## src/rtl/conv2d_axis_bridge.sv

```systemverilog
// conv2d_axis_bridge: AXI-Stream ingress unpacker and egress serialiser for the conv2d engine
// Ports: clk, rst_n (async assert, active-low); s_tdata/s_tvalid/s_tlast/s_tready packed ingress beats;
//   pix_data/pix_valid/pix_ready one pixel per cycle to the line buffer; res_data/res_valid/res_ready
//   result vectors from the datapath; m_tdata/m_tvalid/m_tlast/m_tready egress beats;
//   frame_err sticky flag for s_tlast not landing on a frame boundary.
module conv2d_axis_bridge #(
  parameter int IN_W          = 64,
  parameter int PIXEL_W       = 16,
  parameter int RES_W         = 128,
  parameter int OUT_W         = 64,
  parameter int FRAME_PIXELS  = 1024,
  parameter int FRAME_RESULTS = 1024
) (
  input  logic               clk,
  input  logic               rst_n,
  input  logic [IN_W-1:0]    s_tdata,
  input  logic               s_tvalid,
  input  logic               s_tlast,
  output logic               s_tready,
  output logic [PIXEL_W-1:0] pix_data,
  output logic               pix_valid,
  input  logic               pix_ready,
  input  logic [RES_W-1:0]   res_data,
  input  logic               res_valid,
  output logic               res_ready,
  output logic [OUT_W-1:0]   m_tdata,
  output logic               m_tvalid,
  output logic               m_tlast,
  input  logic               m_tready,
  output logic               frame_err
);
  localparam int PPB = IN_W / PIXEL_W;
  localparam int BPR = RES_W / OUT_W;
  localparam int PIW = PPB > 1 ? $clog2(PPB) : 1;
  localparam int BIW = BPR > 1 ? $clog2(BPR) : 1;
  localparam int PCW = $clog2(FRAME_PIXELS + 1);
  localparam int RCW = FRAME_RESULTS > 1 ? $clog2(FRAME_RESULTS) : 1;
  typedef enum logic {P_EMPTY, P_UNPACK} p_state_t;
  typedef enum logic {M_EMPTY, M_SEND} m_state_t;
  p_state_t                    p_st;
  m_state_t                    m_st;
  logic [PPB-1:0][PIXEL_W-1:0] hold;
  logic [BPR-1:0][OUT_W-1:0]   ser;
  logic [PIW-1:0]              p_idx;
  logic [BIW-1:0]              b_idx;
  logic [PCW-1:0]              pix_cnt;
  logic [RCW-1:0]              r_cnt;
  logic                        p_last, b_last, beat_end, s_hs, p_hs, r_hs, m_hs;
  assign p_last    = p_idx == PIW'(PPB - 1);
  assign b_last    = b_idx == BIW'(BPR - 1);
  // pix_cnt is the frame index of the first pixel in the incoming beat
  assign beat_end  = pix_cnt == PCW'(FRAME_PIXELS - PPB);
  assign pix_valid = p_st == P_UNPACK;
  assign m_tvalid  = m_st == M_SEND;
  assign s_tready  = !pix_valid || (p_last && pix_ready);
  assign res_ready = !m_tvalid || (b_last && m_tready);
  assign pix_data  = hold[p_idx];
  assign m_tdata   = ser[b_idx];
  assign m_tlast   = m_tvalid && b_last && r_cnt == RCW'(FRAME_RESULTS - 1);
  assign s_hs      = s_tvalid && s_tready;
  assign p_hs      = pix_valid && pix_ready;
  assign r_hs      = res_valid && res_ready;
  assign m_hs      = m_tvalid && m_tready;
  always_ff @(posedge clk or negedge rst_n)
    if (!rst_n) begin
      p_st      <= P_EMPTY;
      hold      <= '0;
      p_idx     <= '0;
      pix_cnt   <= '0;
      frame_err <= 1'b0;
    end else if (s_hs) begin
      hold      <= s_tdata;
      p_st      <= P_UNPACK;
      p_idx     <= '0;
      frame_err <= frame_err || (s_tlast != beat_end);
      pix_cnt   <= (s_tlast || beat_end) ? '0 : pix_cnt + PCW'(PPB);
    end else if (p_hs) begin
      p_st  <= p_last ? P_EMPTY : P_UNPACK;
      p_idx <= p_last ? '0 : p_idx + 1'b1;
    end
  always_ff @(posedge clk or negedge rst_n)
    if (!rst_n) begin
      m_st  <= M_EMPTY;
      ser   <= '0;
      b_idx <= '0;
      r_cnt <= '0;
    end else begin
      if (r_hs) begin
        ser   <= res_data;
        m_st  <= M_SEND;
        b_idx <= '0;
      end else if (m_hs) begin
        m_st  <= b_last ? M_EMPTY : M_SEND;
        b_idx <= b_last ? '0 : b_idx + 1'b1;
      end
      if (m_hs && b_last)
        r_cnt <= r_cnt == RCW'(FRAME_RESULTS - 1) ? '0 : r_cnt + 1'b1;
    end
endmodule
```

## config.mk

```make
export PLATFORM = sky130hd
export DESIGN_NAME = conv2d_axis_bridge
export DESIGN_NICKNAME = d
export VERILOG_FILES = /design/src/rtl/conv2d_axis_bridge.sv
export SDC_FILE = /design/constraint.sdc
export NUM_CORES = 1
export LEC_CHECK = 0
export CAP_MARGIN = 20
export CORE_MARGIN = 2
export CORE_UTILIZATION = 44
export CTS_CLUSTER_SIZE = 8
export DETAILED_ROUTE_END_ITERATION = 12
export PLACE_DENSITY = 0.77
export SYNTH_ARGS = -nofsm -noshare
export SYNTH_HDL_FRONTEND = slang
export SYNTH_SLANG_ARGS = --single-unit
export TNS_END_PERCENT = 5
```

## constraint.sdc

```tcl
create_clock -name clk -period 1.7 [get_ports clk]
set_input_delay 0.17 -clock clk [delete_from_list [all_inputs] [get_ports clk]]
set_output_delay 0.17 -clock clk [all_outputs]
set_load 0.01 [all_outputs]
```

==> impl_results.md, run 1 <==
* Status: finished with violations
* Violated checks: negative setup slack
* Leak pwr at 7.10 nW
* Worst Setup Start Kind: flop
* Die width at 156 um
* CTS tree: yes
* Slowest cell on crit path: mux4_2
* Gpl congestion at 0.816
* Die Area at 24300 sq um
* WP buf/inv at 3
* Design Area, Final at 14800 sq um
* # IOs at 285
* Syn Std Cell Area at 10100 sq um
* Max cap viols at 0
* Fin. Hold Viols at 0
* Nets at 1317
* Required time of the critical path at 1530 ps
* DRC at 0
* Share of layout cells above drive strength 1 at 0.373
* Iter 0 DRT Violations at 351
* Final worst slack at -287 ps
* Placed cell areas at 13700 sq um
* Worst path arrival time at 1820 ps
* CORE AREA at 22600 sq um
* First-pass GRT wire length at 40400 um
* I/O Buffers at 284
* Crit-path cells: buf_12 -> buf_8 -> mux4_2 -> buf_6
* Clk root buf: clkbuf_16
* Yosys cell types at 34
* Number of diodes at 0
* Syn avg cell area at 13.2 sq um
* Slew Limit Fails at 0
* Clk_lat worst skew at 530 ps
* Total CTS buffers at 31
* Fillers at 1653
* Crit Path Category: reg -> out
* VDD IR max at 1270 uV
* Max Freq at 0.503 GHz
* GRT Total Usage at 0.209
* DP HPWL at 17400 um
* Vias per Instance at 5.08
* Register area share after synthesis at 0.536
* Most frequent cells in the layout: dfrtp_1, nand2_1, clkdlybuf4s50_1
* Leading cell type in the layout, fill and taps excluded: dfrtp_1
* Setup violations, final at 256
* Clock Skew at 8.81 ps
* Slew margin rel. at 0.646
* Post-route ant nets at 0
* Final Hold Slack at 172 ps
* Synthesized flop and latch total at 217
* Antenna violations before repair at 0
* DR pass1 iterations at 4
* Total power at 26.6 mW
* Vias in the first global route at 7582
* Fin crit period at 1990 ps
* Power Density at 1800 nW/um^2
* Die Ht at 156 um
* Layout area overhead at 45.7%
* Worst hold path class: in -> reg
* Crit Path Max Fanout at 8
* RSZ-0062 raised after global routing: yes
* Mapped Nets at 969
* Clk slew on worst S/H paths at 50 ps
* Fin crit share at 1.17
* Via count at 7108
* Worst Tran Pin Value at 532 ps
* Starting Density at 0.448
* WL final at 26100 um
* Largest stage delay, worst path at 510 ps
* Pre-CTS WS at -84.3 ps
* H-Tree Depth at 1
* Cells after Synth at 765
* Largest net degree at the start of global routing at 63
* Ys Warns at 0
* Worst Setup End Kind: output port
* TritonCTS Sinks at 217
* GRT overflow at 0
* Longest Clk Path Bufs at 3
* Util after Layout at 0.652
* Rows at 55
* CP top delay family: multiplexers
* Drt wl/cell at 18.6 um
## synthesized netlist by cell type, drive strengths merged
master   number  area [sq um]
nand4         4          25.0
nand2       214           811
xnor2         6          52.6
nor2          4          15.0
dfrtp       217          5430
nand3        10          50.1
mux2        193          2620
and4          2          17.5
a21bo         1          10.0
inv           4          15.0
nor3          5          25.0
a21oi         4          20.0
o21ai        12          60.1
nand2b        5          31.3
o31ai         3          22.5
buf          41           350
or3           1          6.26
o21a          1          7.51
a22o          3          26.3
and2          3          21.3
o41ai         1          16.3
o22ai         1          6.26
a32o          1          10.0
ha            5          62.6
mux4         16           360
and3          4          25.0
a21o          2          15.0
o2bb2ai       2          17.5
## repair_timing
| action | 4_1_cts | 5_1_grt |
|---|---|---|
| buffers inserted | 14 | 0 |
| resized for setup | 402 | 37 |
| gates cloned | 4 | 0 |
| endpoints found under the setup margin | 136 | 283 |
| hold buffers | 1 | 0 |
| pin swaps | 5 | 1 |
| endpoints found under the hold margin | 56 | 0 |
## power by group
group | internal [mW] | total, mW | switching, mW
sequential | 7.58 | 9.09 | 1.51
clock | 3.18 | 5.25 | 2.08
combinational | 7.72 | 12.3 | 4.58
## worst min-delay path, stage by stage
cell,delay [ps]
clkdlybuf4s50_1,390
nand2_1,60
nand2_1,40
## final cells by class
type | count | area (sq um) | area share
Multi-Input combinational cell | 503 | 4520 | 0.306
Tap cell | 285 | 357 | 0.0242
Clock inverter | 1 | 8.76 | 0.000593
Inverter | 4 | 15.0 | 0.00102
Clock buffer | 33 | 783 | 0.0531
Timing Repair Buffer | 356 | 3650 | 0.247
Sequential cell | 217 | 5430 | 0.368
## cell families (layout without fill, tap and decap cells)
logic type	count (synthesis)	count (layout)	synth area share
simple gates	252	252	0.101
flops	217	217	0.536
mux	209	209	0.294
buf+inv	45	394	0.0361
compound gates	31	31	0.0209
xor+xnor	6	6	0.00519
fa+ha+maj	5	5	0.00617
## routing by layer
layer  part of all wire  up-vias  wire (um)  track usage
li1                   -     3293          -            -
met5                  0        -          0            0
met2               0.49      287      12700        0.353
met3              0.085       32       2220       0.0647
met1               0.41     3496      10800        0.264
met4              0.016        0        413       0.0498
## metrics by stage
| stage | setup TNS (ps) | instances |
|---|---|---|
| 2_1_floorplan | 0 | 765 |
| 3_3_place_gp | -537 | 1346 |
| 3_5_place_dp | -1250 | 1346 |
| 4_1_cts | -32800 | 1399 |
| 5_1_grt | -50280 | 1399 |
| 6_report | -34340 | 1399 |
## worst paths after layout
| path | start | end | slack, ps | depth (start not counted) |
|---|---|---|---|---|
| worst max-delay path | p_idx[0] | pix_data[4] | -290 | 4 |
| worst min-delay path | s_tdata[52] | hold[52] | 170 | 3 |
| worst max register to register | b_idx | ser[51] | -180 | 8 |
| worst min register to register | frame_err | frame_err | 460 | 1 |
| max in group asynchronous | rst_n | ser[51] | 860 | 3 |
| min in group asynchronous | rst_n | hold[13] | 200 | 2 |
## flip-flops by register name (all words and copies together) (netlist names)
| register | flops |
|---|---|
| b_idx | 1 |
| frame_err | 1 |
| hold | 64 |
| m_tvalid | 1 |
| p_idx | 2 |
| pix_cnt | 9 |
| pix_valid | 1 |
| r_cnt | 10 |
| ser | 128 |
(Power assumes the default switching activity.)
==> run 2: changes to the inputs <==
--- a/config.mk
+++ b/config.mk
@@ -8,6 +8,7 @@
 export CAP_MARGIN = 20
 export CORE_MARGIN = 2
 export CORE_UTILIZATION = 44
+export CTS_BUF_LIST = sky130_fd_sc_hd__clkbuf_16
 export CTS_CLUSTER_SIZE = 8
 export DETAILED_ROUTE_END_ITERATION = 12
 export PLACE_DENSITY = 0.77
==> impl_results.md, run 2 (synthesis results as in run 1) <==
* R2R cell count at 8 (unchanged)
* Clk slew on worst S/H paths at 50 ps (about the same)
* Status: finished with violations
* Total CTS buffers at 31 (unchanged)
* Max reg flops at 128 (unchanged)
* GRT Total Usage at 0.209 (unchanged)
* Max cap viols at 0 (unchanged)
* Share of layout cells above drive strength 1 at 0.373 (unchanged)
* Design Area, Final at 14800 sq um (unchanged)
* Worst Setup Start Kind: flop
* Power Density at 1800 nW/um^2 (about the same)
* Violated checks: negative setup slack
* Clock power share at 0.197 (about the same)
* Slew Limit Fails at 0 (unchanged)
* Reg2reg end: ser[51]
* DP HPWL at 17400 um (unchanged)
* Number of diodes at 0 (unchanged)
* Vias in the first global route at 7582 (unchanged)
* Reg-to-reg slack, setup at -180 ps (about the same)
* Layout area overhead at 45.7% (unchanged)
* Clk_lat worst skew at 530 ps (about the same)
* Leak pwr at 7.11 nW (+0.12%)
* Slew margin rel. at 0.646 (unchanged)
* Final cell count without fillers at 1399 (unchanged)
* Util after Layout at 0.652 (unchanged)
* Crit Path Category: reg -> out
* Largest stage delay, worst path at 510 ps (about the same)
* Die width at 156 um (unchanged)
* Setup violations, final at 256 (unchanged)
* Starting Density at 0.448 (unchanged)
* Placed cell areas at 13700 sq um (unchanged)
* Sequential fraction of design power at 0.341 (about the same)
* CORE AREA at 22600 sq um (unchanged)
* # IOs at 285 (unchanged)
* DP Cell Count at 1346 (unchanged)
* WL final at 26100 um (about the same)
* Most frequent cells in the layout: dfrtp_1, nand2_1, clkdlybuf4s50_1
* I/O Buffers at 284 (unchanged)
* Switching Power at 8.17 mW (about the same)
* R2R Path Start: b_idx
* Worst hold path startpoint: s_tdata[52]
* Total power at 26.6 mW (about the same)
* Iter 0 DRT Violations at 351 (unchanged)
* Fillers at 1653 (unchanged)
* Longest Clk Path Bufs at 3 (unchanged)
* First-pass GRT wire length at 40400 um (unchanged)
* Crit Path Max Fanout at 8 (unchanged)
* Hold worst-path end: hold[52]
* Fin crit period at 1990 ps (-0.00100 ps)
* Leading cell type in the layout, fill and taps excluded: dfrtp_1
* Sw Ratio at 0.307 (about the same)
* Worst Tran Pin Value at 532 ps (unchanged)
* DR pass1 iterations at 4 (unchanged)
* Nets at 1317 (unchanged)
* H-Tree Depth at 1 (unchanged)
* Slowest cell on crit path: mux4_2
* Hold depth at 3 (unchanged)
* Int Pwr at 18.5 mW (about the same)
* Worst hold path class: in -> reg
* CTS tree: yes
* Die Ht at 156 um (unchanged)
* GRT overflow at 0 (unchanged)
* Via count at 7107 (-0.014%)
* Final worst slack at -287 ps (+0.00100 ps)
* Drt wl/cell at 18.6 um (about the same)
* Post-route ant nets at 0 (unchanged)
* Clk root buf: clkbuf_16
* Max Freq at 0.503 GHz (unchanged)
* Die Area at 24300 sq um (unchanged)
* Largest net degree at the start of global routing at 63 (unchanged)
* DRC at 0 (unchanged)
* Biggest register: ser
* Antenna violations before repair at 0 (unchanged)
* VDD IR max at 1270 uV (about the same)
* Pre-CTS WS at -84.3 ps (unchanged)
* Combinational share of power at 0.462 (about the same)
* Required time of the critical path at 1530 ps (about the same)
* Clock Skew at 8.81 ps (+0.0000500 ps)
* Top Registers: ser: 128 flops, hold: 64 flops, r_cnt: 10 flops
* Worst path arrival time at 1820 ps (about the same)
* Rows at 55 (unchanged)
* RSZ-0062 raised after global routing: yes
* Gpl congestion at 0.816 (unchanged)
* Vias per Instance at 5.08 (about the same)
* Fin crit share at 1.17 (about the same)
* Crit-path cells: buf_12 -> buf_8 -> mux4_2 -> buf_6
* Fin. Hold Viols at 0 (unchanged)
* TritonCTS Sinks at 217 (unchanged)
* Worst Setup End Kind: output port
-- run 2: cell count changes in the layout (fill, tap and decap cells not counted) --
cell	previous run	this run
inv_1	4	6
clkbuf_1	2	0
-- run 2: how the worst max path moves through the flow --
| stage | startpoint | slack (ps) | to | cells past startpoint |
|---|---|---|---|---|
| final | p_idx[0] | -290 | pix_data[4] | 4 |
| after global routing | p_idx[0] | -350 | pix_data[0] | 4 |
| after CTS | p_idx[0] | -300 | pix_data[1] | 4 |
| after detailed placement | r_cnt[0] | -80 | m_tlast | 5 |
| after global placement | r_cnt[0] | -70 | m_tlast | 5 |
| after floorplan | pix_cnt[3] | 10 | pix_cnt[7] | 7 |
-- run 2: timing repair --
item | 4_1_cts | 5_1_grt
setup buffers | 14 | 0
endpoints found under the setup margin | 136 | 283
cloned | 4 | 0
hold buffers | 1 | 0
endpoints found under the hold margin | 56 | 0
pin swaps | 5 | 1
resized for setup | 402 | 37
-- run 2: per-stage QoR --
stage | TNS (ps) | hold slack [ps]
6_report | -34420 | 172
3_5_place_dp | -1250 | 163
4_1_cts | -32880 | 145
2_1_floorplan | 0 | -126
5_1_grt | -50300 | 158
3_3_place_gp | -537 | 163
-- run 2: cell type report --
cell class / instances / area (sq um) / share of cell area
Clock buffer: 31 / 776 / 0.0525
Inverter: 4 / 15.0 / 0.00102
Timing Repair Buffer: 356 / 3650 / 0.247
Tap cell: 285 / 357 / 0.0242
Sequential cell: 217 / 5430 / 0.368
Clock inverter: 3 / 16.3 / 0.00110
Multi-Input combinational cell: 503 / 4520 / 0.306
-- run 2: layer usage --
layer	wire, um	track usage	up-vias
met2	12700	0.353	287
met4	413	0.0498	0
met5	0	0	-
met1	10800	0.264	3495
li1	-	-	3293
met3	2220	0.0647	32
-- run 2: power by group through the flow --
stage               Clock (mW)  Combinational [mW]  Sequential (mW)
finish                    5.24                12.3             9.09
detailed placement           0                11.7             8.96
floorplan                    0                6.97             8.49
CTS                       5.37                11.9             9.00
global route              5.58                13.1             9.34
global placement             0                11.4             8.92
-- run 2: critical path: cells and delay by family, from the launching register on --
kind	cells	cell delay [ps]
multiplexers	1	510
buffers and inverters	3	400
flip-flops	1	390
==> run 3: changes to the inputs <==
--- a/config.mk
+++ b/config.mk
@@ -7,11 +7,11 @@
 export LEC_CHECK = 0
 export CAP_MARGIN = 20
 export CORE_MARGIN = 2
-export CORE_UTILIZATION = 44
+export CORE_UTILIZATION = 48
 export CTS_BUF_LIST = sky130_fd_sc_hd__clkbuf_16
 export CTS_CLUSTER_SIZE = 8
 export DETAILED_ROUTE_END_ITERATION = 12
-export PLACE_DENSITY = 0.77
+export PLACE_DENSITY = 0.8
 export SYNTH_ARGS = -nofsm -noshare
 export SYNTH_HDL_FRONTEND = slang
 export SYNTH_SLANG_ARGS = --single-unit
==> constraint.sdc (replaced) <==
create_clock -name clk -period 1.87 [get_ports clk]
set_input_delay 0.187 -clock clk [delete_from_list [all_inputs] [get_ports clk]]
set_output_delay 0.187 -clock clk [all_outputs]
set_load 0.01 [all_outputs]
==> impl_results.md, run 3 (synthesis results as in run 1) <==
* Status: finished with violations
* Violated checks: negative setup slack
* Pre-CTS WS at 9.12 ps (+93.4 ps)
* Rows at 53 (-3.6%)
* Nets at 1296 (-1.6%)
* Gpl congestion at 0.787 (-3.5%)
* Largest stage delay, worst path at 390 ps (-120 ps)
* GRT Total Usage at 0.227 (+0.0179)
* Clk root buf: clkbuf_16
* Total CTS buffers at 31 (unchanged)
* Most frequent cells in the layout: dfrtp_1, nand2_1, clkdlybuf4s50_1
* Clk slew on worst S/H paths at 50 ps (about the same)
* CP top delay family: buffers and inverters
* Worst Tran Pin Value at 404 ps (-128 ps)
* First-pass GRT wire length at 40200 um (-0.53%)
* Die width at 149 um (-4.2%)
* Die Area at 22300 sq um (-8.1%)
* Number of diodes at 0 (unchanged)
* WL final at 25100 um (-3.7%)
* Switching Power at 7.18 mW (-12%)
* VDD IR max at 1050 uV (-17%)
* Power Density at 1630 nW/um^2 (-9.5%)
* H-Tree Depth at 1 (unchanged)
* Crit-path cells: buf_12 -> buf_6 -> mux2_2 -> dlygate4sd2_1
* Slowest cell on crit path: dfrtp_2
* DP HPWL at 16900 um (-2.9%)
* DR pass1 iterations at 5 (+1)
* Crit Path Max Fanout at 8 (unchanged)
* Fin crit period at 2020 ps
* Iter 0 DRT Violations at 268 (-24%)
* Max cap viols at 0 (unchanged)
* Die Ht at 149 um (-4.2%)
* Share of layout cells above drive strength 1 at 0.344 (-0.0294)
* Starting Density at 0.485 (+0.0375)
* Leading cell type in the layout, fill and taps excluded: dfrtp_1
* Fin crit share at 1.08
* Crit Path Category: reg -> out
* RSZ-0062 raised after global routing: yes
* Final worst slack at -147 ps (+140 ps)
* Largest net degree at the start of global routing at 65 (+3.2%)
* Util after Layout at 0.683 (+0.0309)
* CTS tree: yes
* Worst Setup Start Kind: flop
* Fin. Hold Viols at 0 (unchanged)
* Worst Setup End Kind: output port
* Int Pwr at 16.1 mW (-13%)
* Slew margin rel. at 0.731 (+0.0852)
* Longest Clk Path Bufs at 3 (unchanged)
* Vias in the first global route at 7653 (+0.94%)
* WP buf/inv at 3 (unchanged)
* Drt wl/cell at 18.4 um (-1.6%)
* Layout area overhead at 40.8%
* Sequential fraction of design power at 0.353 (+0.012)
* Total power at 23.3 mW (-13%)
* Top Registers: ser: 128 flops, hold: 64 flops, r_cnt: 10 flops
* CORE AREA at 20900 sq um (-7.7%)
* DP Cell Count at 1323 (-1.7%)
* Clock Skew at 14.3 ps (+5.53 ps)
* Sw Ratio at 0.308 (+0.00168)
* # IOs at 285 (unchanged)
* Max reg flops at 128 (unchanged)
* GRT overflow at 0 (unchanged)
* Clk_lat worst skew at 530 ps (about the same)
* Setup violations, final at 60 (-77%)
* Biggest register: ser
* Final cell count without fillers at 1368 (-2.2%)
* Combinational share of power at 0.442 (-0.020)
* TritonCTS Sinks at 217 (unchanged)
* I/O Buffers at 284 (unchanged)
* Worst path arrival time at 1830 ps (about the same)
* Antenna violations before repair at 0 (unchanged)
* Max Freq at 0.496 GHz
* Required time of the critical path at 1680 ps (+150 ps)
* Leak pwr at 6.83 nW (-4.0%)
* DRC at 0 (unchanged)
* Via count at 6974 (-1.9%)
* Vias per Instance at 5.10 (+0.35%)
* Fillers at 1502 (-9.1%)
* Slew Limit Fails at 0 (unchanged)
* Worst hold path class: in -> async
* Clock power share at 0.205 (+0.008)
* Post-route ant nets at 0 (unchanged)
* Final Hold Slack at 173 ps (+1.60 ps)
-- run 3: cell types whose count changed in the layout (fill, tap and decap cells not counted), sizes merged --
cell / delta
buf: -50
bufbuf: +1
clkbuf: +15
clkdlybuf4s50: +1
clkinvlp: +1
dlygate4sd2: +11
dlymetal6s2s: +1
inv: -1
-- run 3: layout make-up --
class,instances,area [sq um],area share
Timing Repair Buffer,335,3290,0.230
Clock buffer,31,776,0.0544
Inverter,4,15.0,0.00105
Sequential cell,217,5430,0.381
Multi-Input combinational cell,503,4400,0.308
Clock inverter,3,15.0,0.00105
Tap cell,275,344,0.0241
-- run 3: worst paths after layout --
kind	startpoint	to	slack, ps	cells past startpoint
min in group clk	s_tdata[59]	hold[59]	190	3
min reg2reg	frame_err	frame_err	460	1
max reg2reg	b_idx	ser[123]	80	7
min	rst_n	hold[14]	170	2
max in group asynchronous	rst_n	ser[11]	1000	3
max	b_idx	m_tdata[62]	-150	4
-- run 3: per-stage QoR --
step	area [sq um]	setup TNS [ps]
3_5_place_dp	13400	0
5_1_grt	14300	-8980
2_1_floorplan	10100	0
3_3_place_gp	13400	0
6_report	14300	-5320
4_1_cts	14300	-9650
-- run 3: power groups by stage --
stage	Combinational, mW	Sequential (mW)	Clock, mW
2_1_floorplan	6.33	7.72	0
3_3_place_gp	10.2	8.10	0
3_5_place_dp	10.4	8.16	0
4_1_cts	10.4	8.20	4.88
5_1_grt	11.1	8.46	5.09
6_report	10.3	8.22	4.77
-- run 3: timing repair --
item,in CTS,in global routing
endpoints found under the hold margin,111,0
pin swaps,2,0
setup buffers,5,3
hold buffers,1,0
endpoints found under the setup margin,83,89
cloned,3,0
gates resized for setup,288,54
-- run 3: layer usage --
| layer | share of wire | global-route usage | wire (um) |
|---|---|---|---|
| met5 | 0 | 0 | 0 |
| met4 | 0.020 | 0.0614 | 510 |
| met3 | 0.080 | 0.0639 | 2000 |
| met2 | 0.49 | 0.382 | 12300 |
| met1 | 0.41 | 0.289 | 10300 |
